==> config.mk <==
export PLATFORM = sky130hd
export DESIGN_NAME = mem_ctrl
export DESIGN_NICKNAME = d
export VERILOG_FILES = /design/src/rtl/mem_ctrl.sv
export SDC_FILE = /design/constraint.sdc
export NUM_CORES = 1
export LEC_CHECK = 0
export CAP_MARGIN = 15
export CORE_ASPECT_RATIO = 0.75
export CORE_MARGIN = 4
export CORE_UTILIZATION = 50
export DETAILED_ROUTE_END_ITERATION = 8
export PLACE_DENSITY = 0.78
export SYNTH_ARGS = -nofsm -noshare
export SYNTH_HDL_FRONTEND = slang
export SYNTH_SLANG_ARGS = --single-unit
==> constraint.sdc <==
create_clock -name clk -period 3.11 [get_ports clk]
set_input_delay 0.4665 -clock clk [delete_from_list [all_inputs] [get_ports clk]]
set_output_delay 0.4665 -clock clk [all_outputs]
set_load 0.02 [all_outputs]
==> src/rtl/mem_ctrl.sv <==
// Memory controller: serves icache fetches and load/store accesses
// over a byte-wide RAM/IO port with arbitration and backpressure.
module mem_ctrl #(
  parameter logic [31:0] IO_BASE = 32'h0003_0000,
  parameter int unsigned RAM_LAT = 1
) (
  input  logic        clk,
  input  logic        rst,
  input  logic        rdy,
  input  logic        rollback,
  input  logic        io_buffer_full,
  input  logic [7:0]  mem_din,
  output logic [7:0]  mem_dout,
  output logic [31:0] mem_a,
  output logic        mem_wr,
  input  logic [31:0] IC_addr,
  input  logic        IC_addr_sgn,
  output logic [31:0] IC_val,
  output logic        IC_val_sgn,
  input  logic [31:0] LS_addr,
  input  logic        LS_sgn,
  input  logic        LS_wr,
  input  logic [1:0]  LS_len,
  input  logic [31:0] LS_wdata,
  output logic [31:0] LS_rdata,
  output logic        LS_done
);

  typedef enum logic [1:0] {
    IDLE,
    IREAD,
    DREAD,
    DWRITE
  } state_t;

  state_t state;
  state_t state_nx;

  logic [31:0] base;
  logic [31:0] wdata;
  logic [31:0] data;
  logic [31:0] merged;
  logic [31:0] cur_a;
  logic [2:0]  cnt;
  logic [2:0]  nbytes;
  logic [2:0]  len_n;
  logic [7:0]  hold;
  logic [7:0]  din_eff;
  logic [7:0]  wbyte;
  logic [1:0]  idx;
  logic        held;
  logic        rd_st;
  logic        stall;
  logic        lat_ok;
  logic        gnt_ls;
  logic        gnt_ic;
  logic        fin;
  logic        step;
  logic        smp;

  assign cur_a  = base + {29'd0, cnt};
  assign rd_st  = (state == IREAD) || (state == DREAD);
  assign lat_ok = cnt >= RAM_LAT[2:0];
  assign idx    = cnt[1:0] - 2'd1;
  assign wbyte  = wdata[{cnt[1:0], 3'b000} +: 8];

  // A byte that arrived while frozen is parked so resume sees it
  assign din_eff = held ? hold : mem_din;

  assign stall = (state == DWRITE) && io_buffer_full &&
                 (cur_a[17:16] == IO_BASE[17:16]);

  assign mem_a    = (state == IDLE) ? 32'd0 : cur_a;
  assign mem_wr   = (state == DWRITE) && rdy && !stall;
  assign mem_dout = (state == DWRITE) ? wbyte : 8'd0;

  always_comb begin
    merged = data;
    merged[{idx, 3'b000} +: 8] = din_eff;
  end

  always_comb begin
    len_n = 3'd4;
    unique case (1'b1)
      LS_len == 2'd0: len_n = 3'd1;
      LS_len == 2'd1: len_n = 3'd2;
      default:        len_n = 3'd4;
    endcase
  end

  always_comb begin
    state_nx = state;
    gnt_ls   = 1'b0;
    gnt_ic   = 1'b0;
    fin      = 1'b0;
    step     = 1'b0;
    smp      = 1'b0;
    if (rdy) begin
      unique case (state)
        IDLE: begin
          if (!rollback && !IC_val_sgn && !LS_done) begin
            if (LS_sgn) begin
              gnt_ls   = 1'b1;
              state_nx = LS_wr ? DWRITE : DREAD;
            end else if (IC_addr_sgn) begin
              gnt_ic   = 1'b1;
              state_nx = IREAD;
            end
          end
        end
        IREAD, DREAD: begin
          if (rollback) begin
            state_nx = IDLE;
          end else begin
            smp = lat_ok;
            if (cnt == nbytes) begin
              fin      = 1'b1;
              state_nx = IDLE;
            end else begin
              step = 1'b1;
            end
          end
        end
        DWRITE: begin
          if (!stall) begin
            if (cnt == nbytes - 3'd1) begin
              fin      = 1'b1;
              state_nx = IDLE;
            end else begin
              step = 1'b1;
            end
          end
        end
      endcase
    end
  end

  always_ff @(posedge clk or negedge rst) begin
    if (!rst) begin
      state <= IDLE;
    end else begin
      state <= state_nx;
    end
  end

  always_ff @(posedge clk or negedge rst) begin
    if (!rst) begin
      base       <= 32'd0;
      wdata      <= 32'd0;
      data       <= 32'd0;
      cnt        <= 3'd0;
      nbytes     <= 3'd0;
      hold       <= 8'd0;
      held       <= 1'b0;
      IC_val     <= 32'd0;
      IC_val_sgn <= 1'b0;
      LS_rdata   <= 32'd0;
      LS_done    <= 1'b0;
    end else begin
      IC_val_sgn <= 1'b0;
      LS_done    <= 1'b0;
      if (!rdy) begin
        if (rd_st && lat_ok && !held) begin
          hold <= mem_din;
          held <= 1'b1;
        end
      end else begin
        held <= 1'b0;
      end
      if (gnt_ls || gnt_ic) begin
        base   <= gnt_ls ? LS_addr : IC_addr;
        nbytes <= gnt_ls ? len_n : 3'd4;
        wdata  <= LS_wdata;
        cnt    <= 3'd0;
        data   <= 32'd0;
      end
      if (step) begin
        cnt <= cnt + 3'd1;
      end
      if (smp) begin
        data <= merged;
      end
      if (fin) begin
        unique case (state)
          IREAD: begin
            IC_val     <= merged;
            IC_val_sgn <= 1'b1;
          end
          DREAD: begin
            LS_rdata <= merged;
            LS_done  <= 1'b1;
          end
          default: LS_done <= 1'b1;
        endcase
      end
    end
  end

endmodule

==> flow_metrics.tcl, run 1 <==
set metrics [dict create \
    grt_pass1_vias 7047 \
    cts.htree.levels 4 \
    synth_simple_gate_area_share 0.137 \
    synth_cell_type_count 50 \
    critical-path-slowest-cell "sky130_fd_sc_hd__dfrtp_1" \
    final_antenna_net_count 0 \
    syn-instance-count 835 \
    core.rowCount 41 \
    routedWlPerCell_um 17.8 \
    max_freq_mhz 329 \
    drc_errors 0 \
    synth_compound_area_frac 0.127 \
    core_um2 17000 \
    worst_hold_path_type "input pin to asynchronous set/reset pin" \
    startpoint_type "register" \
    cp.arrival_ps 2570 \
    crit_required_ps 2640 \
    yosys_register_bits 179 \
    filler_cell_count 1291 \
    wire_length_of_the_first_global_routing_pass_mm 37.4 \
    synthAdderAreaFrac 0.0223 \
    hold_slack_ps 36.7 \
    tritoncts "built" \
    worst_slew_margin_rel 0.471 \
    crit_family "simple AND/OR/NAND/NOR gates" \
    power_per_cell_area_nw_per_um2 853 \
    globalplace.congestion 0.845 \
    floorplan.die_area_um2 19700 \
    power.leakage_nw 5.43 \
    io_pins 221 \
    number_of_vias_after_detailed_routing 7000 \
    numCtsBuffers 17 \
    worst-path-buf-inv 2 \
    start_util 0.515 \
    die_y_um 123 \
    grt_max_degree 89 \
    ctsHoldBuffers 0 \
    synth.area.mux_share 0.125 \
    yosys_most_used_dff "sky130_fd_sc_hd__dfrtp_1" \
    viasPerCell 5.37 \
    post-route-period-util 0.976 \
    synth.cell_area_um2 8740 \
    globalRoute.totalOverflow 0 \
    first_pass_iters 5 \
    synth_area_per_cell_um2 10.5 \
    critical_path.cell_chain "ha_1 -> a211o_1 -> nor2b_1 -> buf_4 -> and4_1 -> o221ai_2 -> and3_1 -> buf_2" \
    endpoint_kind "output pin" \
    synth-warning-count 0 \
    setup-tns-final_ps 0 \
    wirelength_mm 23.2 \
    post-route-min-period_ps 3040 \
    drive_gt1_frac 0.168 \
    worstSetupPathType "register to output pin" \
    status "completed" \
    clk_root_buffer_cell "sky130_fd_sc_hd__clkbuf_16" \
    clock_sinks 179 \
    number_of_enable_flip_flop_cells_after_synthesis 0 \
    fraction_of_registers_with_async_set_reset 1.00 \
    areaGrowthSynthToFinish_pct 35.9 \
    finClkSkew_ps 12.5 \
    timing.reg2reg.setup_slack_ps 190 \
    clock_insertion_delay_worst_skew_ps 430 \
    worst_setup_hold_path_clk_slew_ps 70 \
    dp.final_hpwl_mm 16.7 \
    tightest_slew_ps 794 \
    synth.net_count 964 \
    setup_viol 0 \
    max_cap_viols 0 \
    final-hold-violation-count 0 \
    worst-path-max-fanout 4 \
    timing_max_transition_violations_final 0 \
    port-buffer-count 220 \
    floorplan.die.width_um 161 \
    design.final.nets 1184 \
    gr-usage-all-layers 0.238 \
    non_filler_cell_area_final_um2 11900 \
    placed_cell_area_um2 11300 \
    seq_area_frac_synth 0.512 \
    post_synth_xor_area_fraction 0.0300 \
    number_of_antenna_diodes 0 \
    critPathMaxStageDelay_ps 400 \
    drtIter0Drc 491 \
    synth_top_family_by_area "simple AND/OR/NAND/NOR gates" \
    clk_path_buf_depth 2 \
    initial_antenna_violation_count 0 \
    max-vdd-ir-drop_v 0.000427 \
]
sequential cells by signal, summed over array words and instances, names as in the netlist:
register,count
wdata,32
data,32
nbytes,3
held,1
base,32
state,2
cnt,3
LS_rdata,32
LS_done,1
hold,8
IC_val_sgn,1
IC_val,32
logic make-up after synthesis:
kind of cell    count (synthesis)
compound gates                162
xor+xnor                       30
fa+ha+maj                      15
buf+inv                        99
flops                         179
mux                            90
simple gates                  260
per-layer routing:
layer  share of wire  vias up  wire length [um]  global-route usage
met5               0        -                 0                   0
met4           0.011        0               260              0.0511
met3           0.073       22              1700              0.0594
met2            0.45      223             10400               0.369
met1            0.47     3390             10800               0.345
li1                -     3365                 -                   -
power by group:
group,switching [W],internal [W],leakage (nW),total [W]
sequential,0.000570,0.00311,2.37,0.00368
combinational,0.00242,0.00190,2.79,0.00431
clock,0.000984,0.00116,0.275,0.00214
total,0.00397,0.00616,5.43,0.0101
path summary, 6_finish.rpt:
check / from / endpoint / depth (start not counted)
worst max-delay path: base[1] / mem_wr / 8
worst min-delay path: rst / wdata[26] / 1
worst max register to register: base[0] / LS_rdata[28] / 12
worst min register to register: wdata[28] / wdata[28] / 2
max in group asynchronous: rst / data[11] / 2
min in group clk: wdata[28] / wdata[28] / 2
layout by cell type (no fill, tap or decap), types with 3 or more instances in the layout:
master                            instances
sky130_fd_sc_hd__buf_4                   28
sky130_fd_sc_hd__a21oi_1                  9
sky130_fd_sc_hd__dfrtp_1                179
sky130_fd_sc_hd__buf_12                   4
sky130_fd_sc_hd__ha_1                    13
sky130_fd_sc_hd__o221ai_1                 5
sky130_fd_sc_hd__and4_1                   4
sky130_fd_sc_hd__nor3_1                   7
sky130_fd_sc_hd__o21ai_0                 39
sky130_fd_sc_hd__dlygate4sd2_1           15
sky130_fd_sc_hd__inv_8                    3
sky130_fd_sc_hd__xnor2_1                 15
sky130_fd_sc_hd__clkbuf_2                 5
sky130_fd_sc_hd__a21o_1                   3
sky130_fd_sc_hd__xor2_1                  15
sky130_fd_sc_hd__nand3_1                 16
sky130_fd_sc_hd__nand2_1                140
sky130_fd_sc_hd__or3_1                    4
sky130_fd_sc_hd__mux2i_1                 10
sky130_fd_sc_hd__mux2_1                   4
sky130_fd_sc_hd__inv_1                   49
sky130_fd_sc_hd__inv_6                    3
sky130_fd_sc_hd__a22o_1                  32
sky130_fd_sc_hd__nand4_1                  8
sky130_fd_sc_hd__and2_1                  12
sky130_fd_sc_hd__and3_1                   6
sky130_fd_sc_hd__clkinvlp_4               4
sky130_fd_sc_hd__clkdlybuf4s50_1        190
sky130_fd_sc_hd__o22ai_1                 59
sky130_fd_sc_hd__buf_2                    4
sky130_fd_sc_hd__clkbuf_16               17
sky130_fd_sc_hd__or2_2                    8
sky130_fd_sc_hd__nor2b_1                  5
sky130_fd_sc_hd__nor2_1                  35
sky130_fd_sc_hd__mux2_2                  68
sky130_fd_sc_hd__mux4_2                   8
Yosys cell counts (all sizes together) (6+ instances only):
| cell | count | share of area |
|---|---|---|
| xnor2 | 15 | 0.015 |
| and2 | 13 | 0.0093 |
| clkbuf | 38 | 0.016 |
| o221ai | 6 | 0.0067 |
| xor2 | 15 | 0.015 |
| nor2 | 37 | 0.016 |
| mux2i | 10 | 0.011 |
| a21oi | 10 | 0.0057 |
| mux2 | 72 | 0.093 |
| o21ai | 39 | 0.022 |
| and3 | 6 | 0.0043 |
| mux4 | 8 | 0.021 |
| nand4 | 8 | 0.0057 |
| ha | 14 | 0.020 |
| dfrtp | 179 | 0.51 |
| o22ai | 59 | 0.042 |
| inv | 49 | 0.021 |
| buf | 12 | 0.0090 |
| a22o | 32 | 0.032 |
| nor3 | 9 | 0.0052 |
| nand2 | 141 | 0.061 |
| or2 | 8 | 0.0057 |
| nand3 | 17 | 0.010 |
stage by stage:
stage               utilization  worst slack (ps)  power, W  cells
global placement          0.664              94.4   0.00795   1266
finish                    0.700              73.9    0.0101   1304
floorplan                     -               239   0.00635    835
CTS                       0.699             -22.5    0.0102   1300
global route              0.700             -3.20    0.0108   1304
detailed placement        0.664              30.2   0.00810   1266
area by class of cell:
cell class | instances | area [um^2] | area share
clock inverter | 13 | 145 | 0.0122
tap | 236 | 295 | 0.0249
clock buffer | 19 | 443 | 0.0373
sequential | 179 | 4480 | 0.377
multi-input combinational | 557 | 3910 | 0.329
inverter | 49 | 184 | 0.0155
timing repair buffer | 251 | 2420 | 0.204
timing repair:
action	in CTS	in global routing
setup endpoints to repair	28	22
cloned	0	0
pin swaps	2	1
gates resized for setup	45	23
setup buffers	2	4
No activity file was read; power rests on OpenSTA's default activity.
==> run 2: changes to the inputs <==
PLACE_DENSITY = 0.81   (was 0.78)
==> run 2 against run 1 <==
Hold slack better by 120 ps. Wire length down 0.52%. Sequential cell count unchanged. Critical path depth up 3. First-iteration DRC count up 4.3%. Core utilization up 0.17 points. Setup slack better by 13 ps. Sequential share of layout area down 0.081 points. Largest cell class unchanged.
==> flow_metrics.tcl, run 2 (synthesized netlist as in run 1, its figures left out) <==
set metrics [dict create \
    post-route-min-period_ps 3020 \
    max-vdd-ir-drop_v 0.000511 \
    setup-tns-final_ps 0 \
    power.leakage_nw 5.46 \
    dp.final_hpwl_mm 16.2 \
    die_y_um 123 \
    clock_insertion_delay_worst_skew_ps 430 \
    floorplan.die_area_um2 19700 \
    timing.reg2reg.worst_path_depth 10 \
    worst-path-max-fanout 4 \
    critical_path.cell_chain "ha_4 -> o211ai_1 -> nor2b_2 -> nand4_1 -> buf_4 -> buf_4 -> buf_4 -> nor2_1 -> xnor2_1 -> nor2_1 -> buf_2" \
    drtIter0Drc 512 \
    worstSetupPathType "register to output pin" \
    worst_r2r_endpoint "LS_rdata[15]" \
    tightest_slew_ps 949 \
    power_per_cell_area_nw_per_um2 853 \
    port-buffer-count 220 \
    gr-usage-all-layers 0.235 \
    drive_gt1_frac 0.170 \
    number_of_vias_after_detailed_routing 7063 \
    non_filler_cell_area_final_um2 11900 \
    areaGrowthSynthToFinish_pct 36.2 \
    cp.arrival_ps 2560 \
    endpoint_kind "output pin" \
    max_cap_viols 0 \
    timing.reg2reg.setup_slack_ps 270 \
    core_um2 17000 \
    wire_length_of_the_first_global_routing_pass_mm 36.8 \
    setup_viol 0 \
    status "completed" \
    cts.htree.levels 4 \
    final-hold-violation-count 0 \
    viasPerCell 5.42 \
    io_pins 221 \
    finClkSkew_ps 14.1 \
    first_pass_iters 4 \
    design.final.nets 1184 \
    critPathMaxStageDelay_ps 410 \
    placed_cell_area_um2 11300 \
    grt_max_degree 180 \
    layout.core_utilization 0.701 \
    critical-path-slowest-cell "sky130_fd_sc_hd__dfrtp_1" \
    globalplace.congestion 0.826 \
    final_cell_mix "sky130_fd_sc_hd__clkdlybuf4s50_1, sky130_fd_sc_hd__dfrtp_1, sky130_fd_sc_hd__nand2_1" \
    clk_root_buffer_cell "sky130_fd_sc_hd__clkbuf_16" \
    clk_path_buf_depth 2 \
    worst_r2r_startpoint "base[1]" \
    max_freq_mhz 331 \
    tritoncts "built" \
    floorplan.die.width_um 161 \
    drc_errors 0 \
    setup_slack_of_the_critical_path_after_layout_ps 87.1 \
    most_common_library_cell_in_the_layout_ignoring_fill_and_taps "sky130_fd_sc_hd__clkdlybuf4s50_1" \
    wirelength_mm 23.1 \
    clock_sinks 179 \
    routedWlPerCell_um 17.7 \
    dpl_worst_slack_ps -8.17 \
    numCtsBuffers 17 \
    rsz0062_at_grt "yes" \
    worst_hold_path_type "input pin to asynchronous set/reset pin" \
    crit_required_ps 2640 \
    cp_common_cell "sky130_fd_sc_hd__buf_4" \
    initial_antenna_violation_count 0 \
    worst_slew_margin_rel 0.367 \
    post-route-period-util 0.972 \
    ctsHoldBuffers 0 \
    worst_setup_hold_path_clk_slew_ps 70 \
    startpoint_type "register" \
    hold_slack_ps 161 \
    final_antenna_net_count 0 \
    globalRoute.totalOverflow 0 \
    timing_max_transition_violations_final 0 \
    start_util 0.515 \
    number_of_antenna_diodes 0 \
    grt_pass1_vias 7012 \
    core.rowCount 41 \
]
-- run 2: changes by cell type in the layout (fill, tap and decap cells not counted), sizes merged --
cell          before  now
clkinv             2    5
buf               37   39
clkbuf            24   22
clkinvlp           4    2
dlygate4sd2       15   13
dlymetal6s2s       1    3
inv               55   53
bufinv             1    2
-- run 2: worst max-delay path: cells and delay by family (launching register included) --
kind	cells	cell delay [ps]
buffers and inverters	4	630
DFF	1	410
and+or+nand+nor	4	510
AOI/OAI and AO/OA	1	150
xor gates and xnor gates	1	130
adders and majority gates	1	300
-- run 2: final cells by class --
class                   count  area, um^2
fillers                  1291        5070
clock buffers              19         433
multi-input cells         557        3940
flip-flops and latches    179        4480
repair buffers            251        2430
well taps                 236         295
inverters                  49         184
clock inverters            13         149
-- run 2: per-stage QoR --
stage / cells / power (W)
after floorplan: 835 / 0.00635
final: 1304 / 0.0102
after global placement: 1266 / 0.00794
after detailed placement: 1266 / 0.00809
after global routing: 1304 / 0.0108
after CTS: 1300 / 0.0102
-- run 2: worst max-delay path by stage --
stage	start	to	cells after the start
after detailed placement	base[0]	mem_a[24]	9
after CTS	base[2]	mem_a[27]	8
final	base[2]	mem_a[23]	11
after floorplan	cnt[0]	IC_val[10]	10
after global placement	base[0]	mem_a[26]	9
after global routing	base[2]	mem_a[23]	11
-- run 2: layer usage --
metal	vias to the layer above	track usage	part of all wire
met3	28	0.0601	0.065
met5	-	0	0
met4	0	0.0714	0.016
met2	216	0.356	0.45
li1	3364	-	-
met1	3455	0.337	0.47
-- run 2: repair_timing --
item / 4_1_cts / 5_1_grt
setup buffers: 2 / 4
resized for setup: 46 / 28
endpoints found under the setup margin: 28 / 22
pin swaps: 2 / 5
-- run 2: where the power goes --
group	switching (W)	internal, W
registers	0.000602	0.00311
logic	0.00240	0.00190
clock network	0.000950	0.00120
total	0.00395	0.00620
